**config.mk**
```make
export PLATFORM = sky130hd
export DESIGN_NAME = cgp_fitness_eval_flat
export DESIGN_NICKNAME = d
export VERILOG_FILES = /design/src/rtl/cgp_fitness_eval_if.sv /design/src/rtl/cgp_fitness_eval.sv /design/src/flat_wrapper.sv
export SDC_FILE = /design/constraint.sdc
export NUM_CORES = 1
export LEC_CHECK = 0
export BUFFER_PORTS_ARGS = -buffer_cell sky130_fd_sc_hd__buf_2
export CORE_MARGIN = 1.5
export CORE_UTILIZATION = 29
export CTS_CLUSTER_SIZE = 20
export DETAILED_ROUTE_END_ITERATION = 10
export SYNTH_ARGS = -nofsm -noshare
export SYNTH_HDL_FRONTEND = slang
export SYNTH_SLANG_ARGS = --single-unit
```
**constraint.sdc**
```tcl
create_clock -name clk -period 2.5 [get_ports clk]
set_input_delay 0.5 -clock clk [delete_from_list [all_inputs] [get_ports clk]]
set_output_delay 0.5 -clock clk [all_outputs]
set_load 0.01 [all_outputs]
```
**src/rtl/cgp_fitness_eval_if.sv**
```systemverilog
// Handshake and result bundle between the evolution controller and the CGP fitness evaluator.
// The evaluator takes the slave modport and the controller takes the master modport.
interface cgp_fitness_eval_if #(
  parameter int N_IN  = 4,
  parameter int N_OUT = 1,
  parameter int DW    = $clog2((2**N_IN)*N_OUT+1)
);
  logic             start_i;
  logic             abort_i;
  logic [1:0]       mode_i;
  logic [N_OUT-1:0] exp_i;
  logic             clear_best_i;
  logic [N_IN-1:0]  pat_o;
  logic [N_OUT-1:0] dut_i;
  logic             busy_o;
  logic             done_o;
  logic             aborted_o;
  logic [DW-1:0]    dist_o;
  logic [DW-1:0]    matches_o;
  logic [DW-1:0]    total_o;
  logic [DW-1:0]    best_dist_o;
  logic             improved_o;

  modport master (
    output start_i, abort_i, mode_i, exp_i, clear_best_i, dut_i,
    input  pat_o, busy_o, done_o, aborted_o, dist_o, matches_o, total_o,
           best_dist_o, improved_o
  );

  modport slave (
    input  start_i, abort_i, mode_i, exp_i, clear_best_i, dut_i,
    output pat_o, busy_o, done_o, aborted_o, dist_o, matches_o, total_o,
           best_dist_o, improved_o
  );
endinterface

```
**src/rtl/cgp_fitness_eval.sv**
```systemverilog
// Sweeps every input pattern into a combinational CGP candidate, scores its outputs
// against a selectable target function, and keeps the best Hamming distance seen.
module cgp_fitness_eval #(
  parameter int N_IN   = 4,
  parameter int N_OUT  = 1,
  parameter int SETTLE = 1,
  parameter int DW     = $clog2((2**N_IN)*N_OUT+1)
) (
  input logic               clk,
  input logic               rst,
  cgp_fitness_eval_if.slave bus
);

  localparam int            CW    = $clog2(SETTLE+1);
  localparam logic [DW-1:0] TOTAL = DW'((2**N_IN)*N_OUT);

  typedef enum logic [1:0] {S_IDLE, S_DRIVE, S_FINISH} state_e;

  state_e           state_q, state_d;
  logic [N_IN-1:0]  pat_q, pat_d;
  logic [CW-1:0]    cnt_q, cnt_d;
  logic [DW-1:0]    acc_q, acc_d;
  logic [1:0]       mode_q, mode_d;
  logic [DW-1:0]    dist_q, dist_d;
  logic [DW-1:0]    matches_q, matches_d;
  logic [DW-1:0]    best_q, best_d;
  logic             done_q, done_d;
  logic             aborted_q, aborted_d;
  logic             improved_q, improved_d;

  logic             sample;
  logic             last_pat;
  logic             reduced;
  logic [N_OUT-1:0] expected;
  logic [N_OUT-1:0] diff;
  logic [DW-1:0]    mism;

  // "Would reach 0" on this edge means the counter currently reads 1.
  assign sample   = (state_q == S_DRIVE) && (cnt_q == CW'(1));
  assign last_pat = &pat_q;

  always_comb begin
    // NOTE: every combinational output gets a default first so no path leaves it unassigned (no latch).
    reduced = 1'b0;
    case (mode_q)
      2'd0:    reduced = ^pat_q;
      2'd1:    reduced = &pat_q;
      2'd2:    reduced = |pat_q;
      default: reduced = 1'b0;
    endcase
    expected = (mode_q == 2'd3) ? bus.exp_i : {N_OUT{reduced}};
    diff     = bus.dut_i ^ expected;
    mism     = '0;
    for (int i = 0; i < N_OUT; i++) mism = mism + DW'(diff[i]);
  end

  // State register.
  always_ff @(posedge clk or posedge rst) begin
    // NOTE: sequential state uses non-blocking assignments so all registers update together.
    if (rst) state_q <= S_IDLE;
    else     state_q <= state_d;
  end

  // Next-state logic; abort takes priority over completion.
  always_comb begin
    state_d = state_q;
    case (state_q)
      S_IDLE:   if (bus.start_i) state_d = S_DRIVE;
      S_DRIVE:  if (bus.abort_i) state_d = S_IDLE;
                else if (sample && last_pat) state_d = S_FINISH;
      S_FINISH: state_d = S_IDLE;
      default:  state_d = S_IDLE;
    endcase
  end

  // Output and datapath logic.
  always_comb begin
    pat_d      = pat_q;
    cnt_d      = cnt_q;
    acc_d      = acc_q;
    mode_d     = mode_q;
    dist_d     = dist_q;
    matches_d  = matches_q;
    best_d     = best_q;
    done_d     = 1'b0;
    aborted_d  = 1'b0;
    improved_d = 1'b0;
    case (state_q)
      S_IDLE: if (bus.start_i) begin
        mode_d = bus.mode_i;
        pat_d  = '0;
        acc_d  = '0;
        cnt_d  = CW'(SETTLE);
      end
      S_DRIVE: begin
        if (bus.abort_i) begin
          aborted_d = 1'b1;
        end else if (sample) begin
          acc_d = acc_q + mism;
          if (!last_pat) begin
            pat_d = pat_q + 1'b1;
            cnt_d = CW'(SETTLE);
          end
        end else begin
          cnt_d = cnt_q - 1'b1;
        end
      end
      S_FINISH: begin
        if (bus.abort_i) begin
          aborted_d = 1'b1;
        end else begin
          dist_d    = acc_q;
          // Exactly half wrong is no better than a random guess, so it scores zero.
          matches_d = ({acc_q, 1'b0} == {1'b0, TOTAL}) ? '0 : TOTAL - acc_q;
          done_d    = 1'b1;
          if (acc_q < best_q) begin
            best_d     = acc_q;
            improved_d = 1'b1;
          end
        end
      end
      default: ;
    endcase
    if (bus.clear_best_i) begin
      best_d     = '1;
      improved_d = 1'b0;
    end
  end

  always_ff @(posedge clk or posedge rst) begin
    if (rst) begin
      pat_q      <= '0;
      cnt_q      <= '0;
      acc_q      <= '0;
      mode_q     <= '0;
      dist_q     <= '0;
      matches_q  <= '0;
      best_q     <= '1;
      done_q     <= 1'b0;
      aborted_q  <= 1'b0;
      improved_q <= 1'b0;
    end else begin
      pat_q      <= pat_d;
      cnt_q      <= cnt_d;
      acc_q      <= acc_d;
      mode_q     <= mode_d;
      dist_q     <= dist_d;
      matches_q  <= matches_d;
      best_q     <= best_d;
      done_q     <= done_d;
      aborted_q  <= aborted_d;
      improved_q <= improved_d;
    end
  end

  assign bus.busy_o      = (state_q != S_IDLE);
  assign bus.pat_o       = pat_q;
  assign bus.done_o      = done_q;
  assign bus.aborted_o   = aborted_q;
  assign bus.dist_o      = dist_q;
  assign bus.matches_o   = matches_q;
  assign bus.total_o     = TOTAL;
  assign bus.best_dist_o = best_q;
  assign bus.improved_o  = improved_q;

endmodule

```
**src/flat_wrapper.sv**
```systemverilog
// flat-port wrapper written by rule: the top's interface ports become plain ports
module cgp_fitness_eval_flat 
#(
  parameter int N_IN   = 4,
  parameter int N_OUT  = 1,
  parameter int SETTLE = 1,
  parameter int DW     = $clog2((2**N_IN)*N_OUT+1)
)
  (clk, rst, bus_start_i, bus_abort_i, bus_mode_i, bus_exp_i, bus_clear_best_i, bus_dut_i, bus_pat_o, bus_busy_o, bus_done_o, bus_aborted_o, bus_dist_o, bus_matches_o, bus_total_o, bus_best_dist_o, bus_improved_o);
  cgp_fitness_eval_if #(.N_IN(N_IN), .N_OUT(N_OUT), .DW(DW)) bus_i ();
  input logic clk;
  input logic rst;
  input wire logic [$bits(bus_i.start_i)-1:0] bus_start_i;
  input wire logic [$bits(bus_i.abort_i)-1:0] bus_abort_i;
  input wire logic [$bits(bus_i.mode_i)-1:0] bus_mode_i;
  input wire logic [$bits(bus_i.exp_i)-1:0] bus_exp_i;
  input wire logic [$bits(bus_i.clear_best_i)-1:0] bus_clear_best_i;
  input wire logic [$bits(bus_i.dut_i)-1:0] bus_dut_i;
  output wire logic [$bits(bus_i.pat_o)-1:0] bus_pat_o;
  output wire logic [$bits(bus_i.busy_o)-1:0] bus_busy_o;
  output wire logic [$bits(bus_i.done_o)-1:0] bus_done_o;
  output wire logic [$bits(bus_i.aborted_o)-1:0] bus_aborted_o;
  output wire logic [$bits(bus_i.dist_o)-1:0] bus_dist_o;
  output wire logic [$bits(bus_i.matches_o)-1:0] bus_matches_o;
  output wire logic [$bits(bus_i.total_o)-1:0] bus_total_o;
  output wire logic [$bits(bus_i.best_dist_o)-1:0] bus_best_dist_o;
  output wire logic [$bits(bus_i.improved_o)-1:0] bus_improved_o;
  assign bus_i.start_i = bus_start_i;
  assign bus_i.abort_i = bus_abort_i;
  assign bus_i.mode_i = bus_mode_i;
  assign bus_i.exp_i = bus_exp_i;
  assign bus_i.clear_best_i = bus_clear_best_i;
  assign bus_i.dut_i = bus_dut_i;
  assign bus_pat_o = bus_i.pat_o;
  assign bus_busy_o = bus_i.busy_o;
  assign bus_done_o = bus_i.done_o;
  assign bus_aborted_o = bus_i.aborted_o;
  assign bus_dist_o = bus_i.dist_o;
  assign bus_matches_o = bus_i.matches_o;
  assign bus_total_o = bus_i.total_o;
  assign bus_best_dist_o = bus_i.best_dist_o;
  assign bus_improved_o = bus_i.improved_o;
  cgp_fitness_eval #(.N_IN(N_IN), .N_OUT(N_OUT), .SETTLE(SETTLE), .DW(DW)) u_core (.clk(clk), .rst(rst), .bus(bus_i));
endmodule
```
# Yosys cells after proc, flatten, opt, wreduce, memory -nomap -nowiden

Cells that the tools add are included.

Register bits after elaboration: 32
Input bits: 9
Output and inout port bits: 28
Word-level logic and storage cells: 83

Add/sub/neg operators: 4
$lt $le $gt $ge: 1
Equal/unequal tests: 13
Mux-type cells: 33
Bitwise logic cells: 2
Reductions and logical operators: 19

Operators by type and width:

| kind                  | number |
|---|---|
| $mux W5               | 8 |
| $mux W4               | 4 |
| $mux W1               | 13 |
| $reduce_and A4 Y1     | 3 |
| $pmux W5 S2           | 1 |
| $pmux W4 S2           | 1 |
| $reduce_bool A2 Y1    | 4 |
| $eq A2 B2 Y1 const B  | 3 |
| $mux W2               | 3 |
| $ne A2 B2 Y1 const B  | 3 |
| $ne A3 B3 Y1 const B  | 2 |
| $reduce_and A2 Y1     | 3 |
| $add A5 B1 Y5         | 1 |
| $eq A5 B4 Y1 const B  | 1 |
| $lt A5 B5 Y1          | 1 |
| $reduce_and A5 Y1     | 1 |
| $sub A5 B5 Y5 const A | 1 |
| $add A4 B1 Y4 const B | 1 |
| $eq A2 B1 Y1 const B  | 2 |
| $logic_not A2 Y1      | 2 |
| $ne A2 B1 Y1 const B  | 2 |
| $pmux W2 S2           | 1 |
| $reduce_or A4 Y1      | 1 |
| $reduce_xor A4 Y1     | 1 |
| other kinds (8)       | 9 |

# Logic depth before layout (Yosys ltp)

Gate-level depths: netlist (run 1).

Depth in word-level cells: 8
Mapped depth: 11
Depth with buffers taken out: 11

# Worst setup path after synthesis (run 1)

OpenSTA, ideal clock, no wires.

Path kind: flip-flop to flip-flop
Start point: register u_core.pat_q[0] (netlist: u_core.bus.pat_o[0])
End point: register u_core.acc_q[4]
Library setup time: 0.129 ns
Arrival time: 2.357 ns
Required time: 2.371 ns
Slack: 0.015 ns
Cell stages (with the launch flop): 12
Path buffers: 1
Period minus slack after synthesis: 2.485 ns
Path through: dfrtp_1 -> ha_1 -> and2_1 -> clkbuf_1 -> mux4_2 -> xor2_1 -> ha_1 -> ha_1 -> nand3_1 -> and2_1 -> o21ai_0 -> o31ai_1

Word-level cells in the longest chain between the ends: 8
Elaborated cells between the ends (all ways): 10
Classes of those cells: add/sub (1); mux (5); bitwise (1); reduce/logical (3)

Ends and longest elaborated chain:

| item                                     | RTL line                | source |
|---|---|---|
| from (decl)                              | cgp_fitness_eval.sv:20  | `logic [N_IN-1:0] pat_q, pat_d;` |
| from (signal assigned)                   | cgp_fitness_eval.sv:143 | `pat_q <= pat_d;` |
| $reduce_or A4 Y1 (tied with other cells) | cgp_fitness_eval.sv:48  | `2'd2: reduced = \|pat_q;` |
| $pmux W1 S3 (*)                          | cgp_fitness_eval.sv:45  | `case (mode_q)` |
| $mux W1 (*)                              | cgp_fitness_eval.sv:51  | `expected = (mode_q == 2'd3) ? bus.exp_i : {N_OUT{reduced}};` |
| $xor A1 B1 Y1 (*)                        | cgp_fitness_eval.sv:52  | `diff = bus.dut_i ^ expected;` |
| $add A5 B1 Y5 (*)                        | cgp_fitness_eval.sv:99  | `acc_d = acc_q + mism;` |
| $mux W5 (*)                              | cgp_fitness_eval.sv:98  | `end else if (sample) begin` |
| $mux W5 (*)                              | cgp_fitness_eval.sv:96  | `if (bus.abort_i) begin` |
| $pmux W5 S2 (*)                          | cgp_fitness_eval.sv:88  | `case (state_q)` |
| to (signal assigned)                     | cgp_fitness_eval.sv:134 | `acc_q <= '0;` |
| to (signal assigned)                     | cgp_fitness_eval.sv:145 | `acc_q <= acc_d;` |
| to (decl)                                | cgp_fitness_eval.sv:22  | `logic [DW-1:0] acc_q, acc_d;` |

Mark *: on every way between the ends. The rest lies on a longest branch, timed or not. The select of a mux whose other input is x is not followed.
A chain may end at the register's enable or synchronous reset.

# Final worst setup path (run 1)

Same ends and word-level chain as after synthesis.

==> impl_metrics.py, run 1 <==
metrics = {
    "global_routing": {
        "grt_usage_pct": 12.42,
        "grt_max_degree": 33,
        "grt_pass1_wl_um": 6292,
        "grt.overflow.total": 0,
        "grt_pass1_vias": 1425,
        "antenna_found_initial": 0,
    },
    "placed_design": {
        "place_hpwl_um": 2701,
        "io_buffers": 31,
        "place_congestion": 0.8151,
        "pre_cts_ws_ns": -0.03744,
    },
    "timing": {
        "max_freq_ghz": 0.4111,
        "setup_tns_ns": 0,
        "hold_ws_ns": 0.2881,
        "finalSetupViolCount": 0,
        "slew_viol_final": 0,
        "layout_min_cycle_time_ns": 2.432,
        "setup_slack_ns": 0.06766,
        "finalHoldViolCount": 0,
        "fin_crit_sh_pct": 97.29,
        "finClkSkew_ns": 0.006375,
        "rsz0062_at_grt": "yes",
    },
    "worst_setup_path": {
        "r2r-start": "u_core.bus.pat_o[0]",
        "critical_path_class": "register to register",
        "rr_endpoint": "u_core.acc_q[4]",
        "worstPathArrival_ns": 2.59,
        "r2r_setup_slack_ns": 0.07,
        "critPathBufInv": 1,
        "worstPathRequired_ns": 2.66,
        "path_cells": "inv_2, ha_4, xor2_1, mux4_2, xor2_1, ha_2, ha_4, nand3_2, and2_4, o21ai_2, o31ai_1",
        "r2r_cells": 11,
        "cp.depth": 11,
        "critical_path.top_delay_family": "adder cells",
        "cp-start-kind": "register",
        "endpoint": "u_core.acc_q[4]",
        "cp_max_fo": 3,
        "cp_slowest_cell": "mux4_2",
        "cp-startpoint": "u_core.bus.pat_o[0]",
        "crit_path_end_kind": "register",
        "worst_path_largest_cell_delay_ns": 0.46,
    },
    "power": {
        "p_leak_nw": 1.155,
        "power_density_nw_per_um2": 890.1,
        "comb_power_share_pct": 40.6,
        "sw_frac_of_total_pct": 35.62,
        "vdd_drop_max_uv": 461.7,
        "p_clk_share_pct": 22.1,
        "seqPwrFrac_pct": 37.3,
        "p_int_mw": 1.294,
        "p_sw_mw": 0.7161,
        "power.total_mw": 2.010,
    },
    "synth": {
        "synth_cell_type_count": 40,
        "synthCells": 192,
        "syn_area_um2": 1826,
        "synth-seq-area-share_pct": 44.21,
        "synth_compound_area_share_pct": 13.64,
        "synth-xor-area-share_pct": 2.399,
        "syn_area_per_cell_um2": 9.508,
        "synthMuxAreaShare_pct": 5.209,
        "synthAdderAreaFrac_pct": 10.28,
        "yosys_register_bits": 32,
        "synth_simple_gate_area_share_pct": 15.97,
        "yosysWarnings": 0,
        "synth_top_family_by_area": "simple AND/OR/NAND/NOR gates",
    },
    "route": {
        "drc_errors": 0,
        "finalWirelength_um": 3713,
        "drt_pass1_iterations": 4,
        "ant_nets": 0,
        "num_vias": 1390,
        "wl_per_cell_um": 12.02,
        "first_iter_violations": 63,
        "routed_via_density": 4.498,
    },
    "run_status": {
        "status": "complete, no violations",
    },
    "floorplanning": {
        "die-area_um2": 6780,
        "core.rowCount": 28,
        "coreArea_um2": 5991,
        "start_util_pct": 30.47,
        "fp.dieH_um": 82.34,
        "dieWidth_um": 82.34,
        "num_io_pins": 37,
    },
    "clock_tree": {
        "cts-root-buf": "clkbuf_8",
        "cts_buffer_depth": 2,
        "cts_buffers": 5,
        "cts_tree": "done",
        "ctsHtreeMaxLevel": 2,
        "ctsHoldBuffers": 0,
        "clock_latency_ns": 0.29,
        "cts.sinks": 32,
        "clkSlewWorstSetupHoldPaths_ns": 0.07,
    },
    "layout": {
        "drive_above_1_share_pct": 31.20,
        "fill_cells": 613,
        "nets": 257,
        "n_antenna_cell": 0,
        "syn_to_final_growth_pct": 23.72,
    },
    "job": {
        "maxCapViolations": 0,
    },
    "worst_hold_path": {
        "hp-class": "primary input to asynchronous set/reset pin",
    },
}
sequential cells by signal (all words and copies together), names as in the netlist, 2 cells and up:
| signal | cells |
|---|---|
| u_core.acc_q | 5 |
| u_core.bus.best_dist_o | 5 |
| u_core.bus.dist_o | 5 |
| u_core.bus.matches_o | 5 |
| u_core.bus.pat_o | 4 |
| u_core.mode_q | 2 |
| u_core.state_q | 2 |
Yosys cell counts:
cell type	instances	area (um^2)
a21o_1	1	7.510
o41ai_1	1	8.760
dfstp_2	5	131.4
nor4bb_1	1	10.01
nor3_1	1	5.000
nand2_1	27	101.4
dfrtp_1	27	675.7
buf_6	1	11.26
xor2_1	4	35.03
and3_1	1	6.260
mux2i_1	5	50.05
ha_1	15	187.7
or3_1	1	6.260
buf_2	1	5.000
nand4_1	1	6.260
inv_1	18	67.56
o21ai_0	18	90.09
conb_1	2	7.510
xnor2_1	1	8.760
a211o_1	1	8.760
nor4_1	2	12.51
nor2b_1	3	18.77
and2_1	4	25.02
mux2_2	2	22.52
a21bo_2	1	10.01
mux4_2	1	22.52
buf_1	1	3.750
a21oi_1	7	35.03
o31ai_1	5	37.54
a211oi_1	1	7.510
nor2_1	9	33.78
nor3b_1	1	7.510
nand2b_1	4	25.02
clkbuf_1	5	18.77
nand2b_4	1	13.76
buf_4	5	37.54
nand3_1	4	20.02
o21a_1	2	15.01
o21bai_1	1	7.510
a31oi_4	1	21.27
timing repair:
item / CTS / global route
gates resized for setup: 4 / 10
buffers inserted: 3 / 1
pin swaps: 2 / 5
endpoints found under the setup margin: 1 / 3
cloned: 0 / 0
hold endpoints to repair: 0 / 0
placed cells by master (no fill, tap or decap), types with 2 or more instances in the layout:
master / synthesis / routed
buf_2: 1 / 31
nand2_1: 27 / 27
dfrtp_1: 27 / 27
o21ai_0: 18 / 16
inv_1: 18 / 14
buf_4: 5 / 13
ha_1: 15 / 11
nor2_1: 9 / 9
a21oi_1: 7 / 7
clkbuf_8: 0 / 7
mux2i_1: 5 / 5
o31ai_1: 5 / 5
conb_1: 2 / 5
dfstp_2: 5 / 5
nand2b_1: 4 / 4
inv_2: 0 / 4
xor2_1: 4 / 4
and2_1: 4 / 3
nor2b_1: 3 / 3
nand3_1: 4 / 3
ha_4: 0 / 3
o21a_1: 2 / 2
nor4_1: 2 / 2
mux2_2: 2 / 2
worst min-delay path by stage:
stage | end | cells past startpoint | from | slack, ns
after detailed placement | u_core.bus.dist_o[2] | 2 | u_core.bus.dist_o[2] | 0.46
after global routing | u_core.bus.matches_o[0] | 3 | rst | 0.34
after floorplan | u_core.cnt_q | 1 | u_core.cnt_q | 0.48
after CTS | u_core.bus.matches_o[0] | 3 | rst | 0.30
final | u_core.bus.dist_o[0] | 3 | rst | 0.29
after global placement | u_core.bus.dist_o[3] | 2 | u_core.bus.dist_o[3] | 0.46
cell families after synthesis:
family,after synthesis
flip-flops,32
adder cells (fa/ha/maj),15
AND/OR/NAND/NOR,60
multiplexers,8
buffers and inverters,31
other,2
XOR/XNOR,5
AO/OA/AOI/OAI,39
power groups by stage:
stage / clock network (mW) / registers [mW] / logic (mW)
final: 0.444 / 0.750 / 0.816
after global routing: 0.477 / 0.773 / 0.937
after CTS: 0.463 / 0.750 / 0.785
after detailed placement: 0 / 0.760 / 0.773
after global placement: 0 / 0.757 / 0.764
after floorplan: 0 / 0.787 / 0.509
tightest hold or removal path, stage by stage:
cell and delay [ns]:
buf_2 0.10, inv_1 0.04, buf_4 0.37
final cells by class:
| type | count | area [um^2] | area share [%] |
|---|---|---|---|
| Clock buffer | 8 | 100.1 | 4.432 |
| Inverter | 18 | 67.56 | 2.992 |
| Multi-Input combinational cell | 132 | 937.1 | 41.50 |
| Sequential cell | 32 | 807.0 | 35.73 |
| Tap cell | 75 | 93.84 | 4.155 |
| Timing Repair Buffer | 44 | 252.7 | 11.19 |
stage by stage:
step / area, um^2 / util [%] / instances
6_report: 2258 / 37.70 / 309
4_1_cts: 2217 / 37.01 / 308
2_1_floorplan: 1837 / - / 195
3_3_place_gp: 2077 / 34.67 / 297
3_5_place_dp: 2077 / 34.67 / 297
5_1_grt: 2258 / 37.70 / 309
metal layers:
layer  GRT usage, %  up-vias  routed length, um
li1               -      714                  -
met1          14.25      639               1683
met2          21.54       31               1775
met3          3.516        6                204
met4          5.085        0                 48
met5              0        -                  0
Power figures use the tool's default switching activity.
==> inputs of run 2 (changes only) <==
--- a/config.mk
+++ b/config.mk
@@ -7,9 +7,10 @@
 export LEC_CHECK = 0
 export BUFFER_PORTS_ARGS = -buffer_cell sky130_fd_sc_hd__buf_2
 export CORE_MARGIN = 1.5
-export CORE_UTILIZATION = 29
+export CORE_UTILIZATION = 40
 export CTS_CLUSTER_SIZE = 20
 export DETAILED_ROUTE_END_ITERATION = 10
+export REMOVE_ABC_BUFFERS = 1
 export SYNTH_ARGS = -nofsm -noshare
 export SYNTH_HDL_FRONTEND = slang
 export SYNTH_SLANG_ARGS = --single-unit
==> run 2 against run 1 <==
Against the previous run:
- die area shrank 27%
- sequential share of layout area increased by 0.83 points
- core utilization increased by 13 points
- sequential power down 0.5%
- register-to-register slack is essentially flat
- global-route usage rose by 2.4 points
- first-iteration DRC count decreased by 27%
- critical endpoint unchanged
- combinational power decreased by 2.7%
==> impl_metrics.py, run 2 (synthesis results as in run 1) <==
metrics = {
    "route": {
        "first_iter_violations": 46,
        "finalWirelength_um": 3472,
        "wl_per_cell_um": 12.23,
        "ant_nets": 0,
        "routed_via_density": 4.891,
        "drc_errors": 0,
        "drt_pass1_iterations": 4,
        "num_vias": 1389,
    },
    "timing": {
        "max_freq_ghz": 0.4133,
        "fin_crit_sh_pct": 96.78,
        "layout_min_cycle_time_ns": 2.419,
        "finClkSkew_ns": 0.007712,
        "finalSetupViolCount": 0,
        "hold_ws_ns": 0.2792,
        "rsz0062_at_grt": "yes",
        "slew_viol_final": 0,
        "finalHoldViolCount": 0,
    },
    "clock_tree": {
        "cts-root-buf": "clkbuf_8",
        "cts.sinks": 32,
        "ctsHoldBuffers": 0,
        "clock_latency_ns": 0.29,
        "cts_buffer_depth": 2,
        "cts_tree": "done",
        "cts_buffers": 5,
        "ctsHtreeMaxLevel": 2,
        "clkSlewWorstSetupHoldPaths_ns": 0.07,
    },
    "worst_setup_path": {
        "cp_max_fo": 3,
        "worstPathRequired_ns": 2.67,
        "path_common_cell": "xor2_1",
        "worst_path_largest_cell_delay_ns": 0.45,
        "cp_slowest_cell": "mux4_2",
        "path_cells": "inv_1, ha_1, xor2_1, mux4_2, xor2_1, ha_2, ha_4, nand3_2, and2_1, o21ai_1, o31ai_1",
        "crit_path_end_kind": "register",
        "worstPathArrival_ns": 2.59,
        "cp-start-kind": "register",
        "critical_path_class": "register to register",
        "critical_path.top_delay_family": "adder cells",
        "critPathBufInv": 1,
    },
    "placed_design": {
        "place_hpwl_um": 2479,
        "place_congestion": 0.8030,
        "io_buffers": 31,
        "place_area_um2": 2048,
        "post-place-cells": 274,
    },
    "global_routing": {
        "grt_usage_pct": 14.85,
        "grt_max_degree": 33,
        "grt_pass1_wl_um": 5892,
        "grt.overflow.total": 0,
        "grt_pass1_vias": 1332,
        "antenna_found_initial": 0,
    },
    "floorplanning": {
        "fp.dieH_um": 70.56,
        "core.rowCount": 24,
        "dieWidth_um": 70.56,
        "num_io_pins": 37,
        "coreArea_um2": 4384,
        "start_util_pct": 41.64,
        "die-area_um2": 4978,
    },
    "layout": {
        "mostFrequentLayoutCell": "buf_2",
        "syn_to_final_growth_pct": 20.90,
        "multi_input_area_um2": 918.4,
        "final_cell_mix": "buf_2 (31), nand2_1 (27), dfrtp_1 (27), inv_1 (18), o21ai_0 (16)",
        "fill_cells": 407,
        "ff_latch_area_um2": 807.0,
        "n_antenna_cell": 0,
        "nets": 255,
        "finalInstanceArea_um2": 2207,
        "drive_above_1_share_pct": 28.02,
        "fin_cells": 284,
        "fin_util_pct": 50.34,
    },
    "run_status": {
        "status": "complete, no violations",
    },
    "power": {
        "vdd_drop_max_uv": 600.8,
        "power_density_nw_per_um2": 923.4,
        "power.total_mw": 2.038,
        "p_leak_nw": 1.143,
    },
    "worst_hold_path": {
        "hp-class": "primary input to asynchronous set/reset pin",
    },
    "job": {
        "maxCapViolations": 0,
    },
}
## run 2: changes by cell type in the layout (fill, tap and decap cells not counted), sizes merged
cell      before  now
clkbuf         8    5
buf           44   42
bufinv         0    1
clkinv         0    1
clkinvlp       0    1
## run 2: routing by layer
metal,global-route usage [%],vias up,part of all wire [%]
met3,3.989,7,4.2
li1,-,714,-
met4,5.031,0,1.4
met5,0,-,0
met2,24.84,29,47
met1,18.71,639,48
## run 2: timing repair
action                     in CTS  in global routing
setup endpoints to repair       1                  2
setup buffers                   2                  0
gates cloned                    0                  0
resized for setup               0                  7
pin swaps                       0                  4
## run 2: path summary, 6_finish.rpt
kind	startpoint	end	slack (ns)	depth (start not counted)
min in group clk	bus_mode_i[0]	u_core.mode_q[0]	0.44	2
max in group asynchronous	rst	u_core.bus.best_dist_o[3]	1.90	3
max reg2reg	u_core.bus.pat_o[3]	u_core.acc_q[4]	0.08	11
max	u_core.bus.pat_o[3]	u_core.acc_q[4]	0.08	11
min reg2reg	u_core.bus.matches_o[1]	u_core.bus.matches_o[1]	0.47	2
min	rst	u_core.bus.dist_o[4]	0.28	3
## run 2: report_power, final
group	internal [mW]	leakage, nW	switching, mW	total (mW)
clock network	0.295	0.0541	0.203	0.498
logic	0.372	0.675	0.422	0.794
registers	0.657	0.413	0.0888	0.746
## run 2: layout make-up
class / instances / share of cell area (%)
Multi-Input combinational cell: 132 / 41.61
Sequential cell: 32 / 36.56
Timing Repair Buffer: 42 / 10.77
Clock buffer: 5 / 3.118
Inverter: 18 / 3.061
Tap cell: 52 / 2.948
Clock inverter: 3 / 1.927
## run 2: per-stage QoR
| stage | setup WS (ns) | TNS, ns |
|---|---|---|
| 2_1_floorplan | 0.03300 | 0 |
| 3_3_place_gp | 0.07459 | 0 |
| 3_5_place_dp | 0.003438 | 0 |
| 4_1_cts | 0.001565 | 0 |
| 5_1_grt | -0.03582 | -0.04584 |
| 6_report | 0.08061 | 0 |
## run 2: worst min-delay path: stages
cell	delay, ns
buf_2	0.09
inv_1	0.04
buf_4	0.36
==> inputs of run 3 (changes only) <==
--- a/config.mk
+++ b/config.mk
@@ -10,6 +10,7 @@
 export CORE_UTILIZATION = 40
 export CTS_CLUSTER_SIZE = 20
 export DETAILED_ROUTE_END_ITERATION = 10
+export MAX_ROUTING_LAYER = met4
 export REMOVE_ABC_BUFFERS = 1
 export SYNTH_ARGS = -nofsm -noshare
 export SYNTH_HDL_FRONTEND = slang
==> run 3 against run 2 <==
Against the previous run:
- maximum frequency barely moved
- core utilization did not move
- global-route usage rose by 0.45 points
- wire length rose by 0.20%
- sequential cell count did not move
- worst setup slack barely moved
- first-iteration DRC count fell by 8.7%
- cell count did not move
==> impl_metrics.py, run 3 (synthesis results as in run 1) <==
metrics = {
    "clock_tree": {
        "ctsHtreeMaxLevel": 2,
        "cts_buffers": 5,
        "cts.sinks": 32,
        "clock_latency_ns": 0.29,
        "cts_tree": "done",
        "cts-root-buf": "clkbuf_8",
        "cts_buffer_depth": 2,
        "clkSlewWorstSetupHoldPaths_ns": 0.07,
    },
    "floorplanning": {
        "start_util_pct": 41.64,
        "coreArea_um2": 4384,
        "fp.dieH_um": 70.56,
        "num_io_pins": 37,
        "dieWidth_um": 70.56,
        "die-area_um2": 4978,
        "core.rowCount": 24,
    },
    "route": {
        "num_vias": 1389,
        "wl_per_cell_um": 12.25,
        "routed_via_density": 4.891,
        "ant_nets": 0,
        "drt_pass1_iterations": 4,
        "first_iter_violations": 42,
        "finalWirelength_um": 3479,
        "drc_errors": 0,
    },
    "power": {
        "sw_frac_of_total_pct": 35.06,
        "power_density_nw_per_um2": 923.9,
        "p_sw_mw": 0.7149,
        "seqPwrFrac_pct": 36.6,
        "comb_power_share_pct": 38.9,
        "p_leak_nw": 1.143,
        "power.total_mw": 2.039,
        "p_int_mw": 1.324,
        "p_clk_share_pct": 24.5,
        "vdd_drop_max_uv": 601.0,
    },
    "placed_design": {
        "post-place-cells": 274,
        "place_hpwl_um": 2479,
        "place_area_um2": 2048,
        "place_congestion": 0.8146,
        "io_buffers": 31,
        "pre_cts_ws_ns": 0.003438,
    },
    "worst_setup_path": {
        "worstPathRequired_ns": 2.67,
        "cp-start-kind": "register",
        "critical_path_class": "register to register",
        "r2r_setup_slack_ns": 0.08,
        "cp_max_fo": 3,
        "crit_path_end_kind": "register",
        "worstPathArrival_ns": 2.59,
    },
    "global_routing": {
        "grt_max_degree": 33,
        "grt_pass1_vias": 1328,
        "antenna_found_initial": 0,
        "grt_usage_pct": 15.31,
        "grt.overflow.total": 0,
        "grt_pass1_wl_um": 5892,
    },
    "run_status": {
        "status": "complete, no violations",
    },
    "timing": {
        "setup_tns_ns": 0,
        "slew_viol_final": 0,
        "setup_slack_ns": 0.08053,
        "finalSetupViolCount": 0,
        "finalHoldViolCount": 0,
        "hold_ws_ns": 0.2780,
        "finClkSkew_ns": 0.007678,
        "layout_min_cycle_time_ns": 2.419,
        "rsz0062_at_grt": "yes",
        "max_freq_ghz": 0.4133,
        "fin_crit_sh_pct": 96.78,
    },
    "layout": {
        "mostFrequentLayoutCell": "buf_2",
        "syn_to_final_growth_pct": 20.90,
        "fin_cells": 284,
        "final_cell_mix": "buf_2 (31), nand2_1 (27), dfrtp_1 (27), inv_1 (18), o21ai_0 (16)",
        "n_antenna_cell": 0,
        "fill_cells": 407,
        "drive_above_1_share_pct": 28.02,
        "nets": 255,
        "fin_util_pct": 50.34,
        "finalInstanceArea_um2": 2207,
    },
    "job": {
        "maxCapViolations": 0,
    },
    "worst_hold_path": {
        "hp-class": "primary input to asynchronous set/reset pin",
    },
}
==> run 3: cell counts in the layout (fill, tap and decap cells not counted) <==
No cell type changed its count.
==> run 3: critical path, stage by stage (launching register included) <==
cell	delay [ns]
dfrtp_1	0.38
inv_1	0.06
ha_1	0.30
xor2_1	0.14
mux4_2	0.45
xor2_1	0.18
ha_2	0.23
ha_4	0.14
nand3_2	0.08
and2_1	0.15
o21ai_1	0.11
o31ai_1	0.08
==> run 3: final timing paths <==
check | startpoint | end | depth (start not counted)
setup / recovery | u_core.bus.pat_o[3] | u_core.acc_q[4] | 11
hold / removal | rst | u_core.bus.dist_o[4] | 3
setup reg to reg | u_core.bus.pat_o[3] | u_core.acc_q[4] | 11
hold reg to reg | u_core.bus.matches_o[1] | u_core.bus.matches_o[1] | 2
max in group asynchronous | rst | u_core.bus.best_dist_o[3] | 3
min in group clk | bus_mode_i[0] | u_core.mode_q[0] | 2
==> run 3: layer usage <==
metal	global-route usage, %	share of wire [%]
met5	-	0
met4	5.031	1.5
met2	24.84	47
met3	3.989	4.2
met1	18.71	48
==> run 3: power groups by stage <==
stage               combinational, mW  clock, mW  sequential [mW]
floorplan                       0.483          0            0.787
global placement                0.758          0            0.755
detailed placement              0.764          0            0.757
CTS                             0.779      0.513            0.747
global route                    0.894      0.533            0.767
finish                          0.794      0.499            0.746
==> run 3: repair_timing <==
| action | CTS | global route |
|---|---|---|
| buffers inserted | 2 | 0 |
| hold buffers | 0 | 0 |
| gates resized for setup | 0 | 7 |
| setup endpoints to repair | 1 | 2 |
| pin swaps | 0 | 4 |
| cloned | 0 | 0 |
==> run 3: cell type report <==
type                       instances  area (um^2)  share of cell area, %
inverter                          18        67.56                  3.061
clock inverter                     3        42.54                  1.927
multi-input combinational        132        918.4                  41.61
tap                               52        65.06                  2.948
timing repair buffer              42        237.7                  10.77
clock buffer                       5        68.82                  3.118
sequential                        32        807.0                  36.56
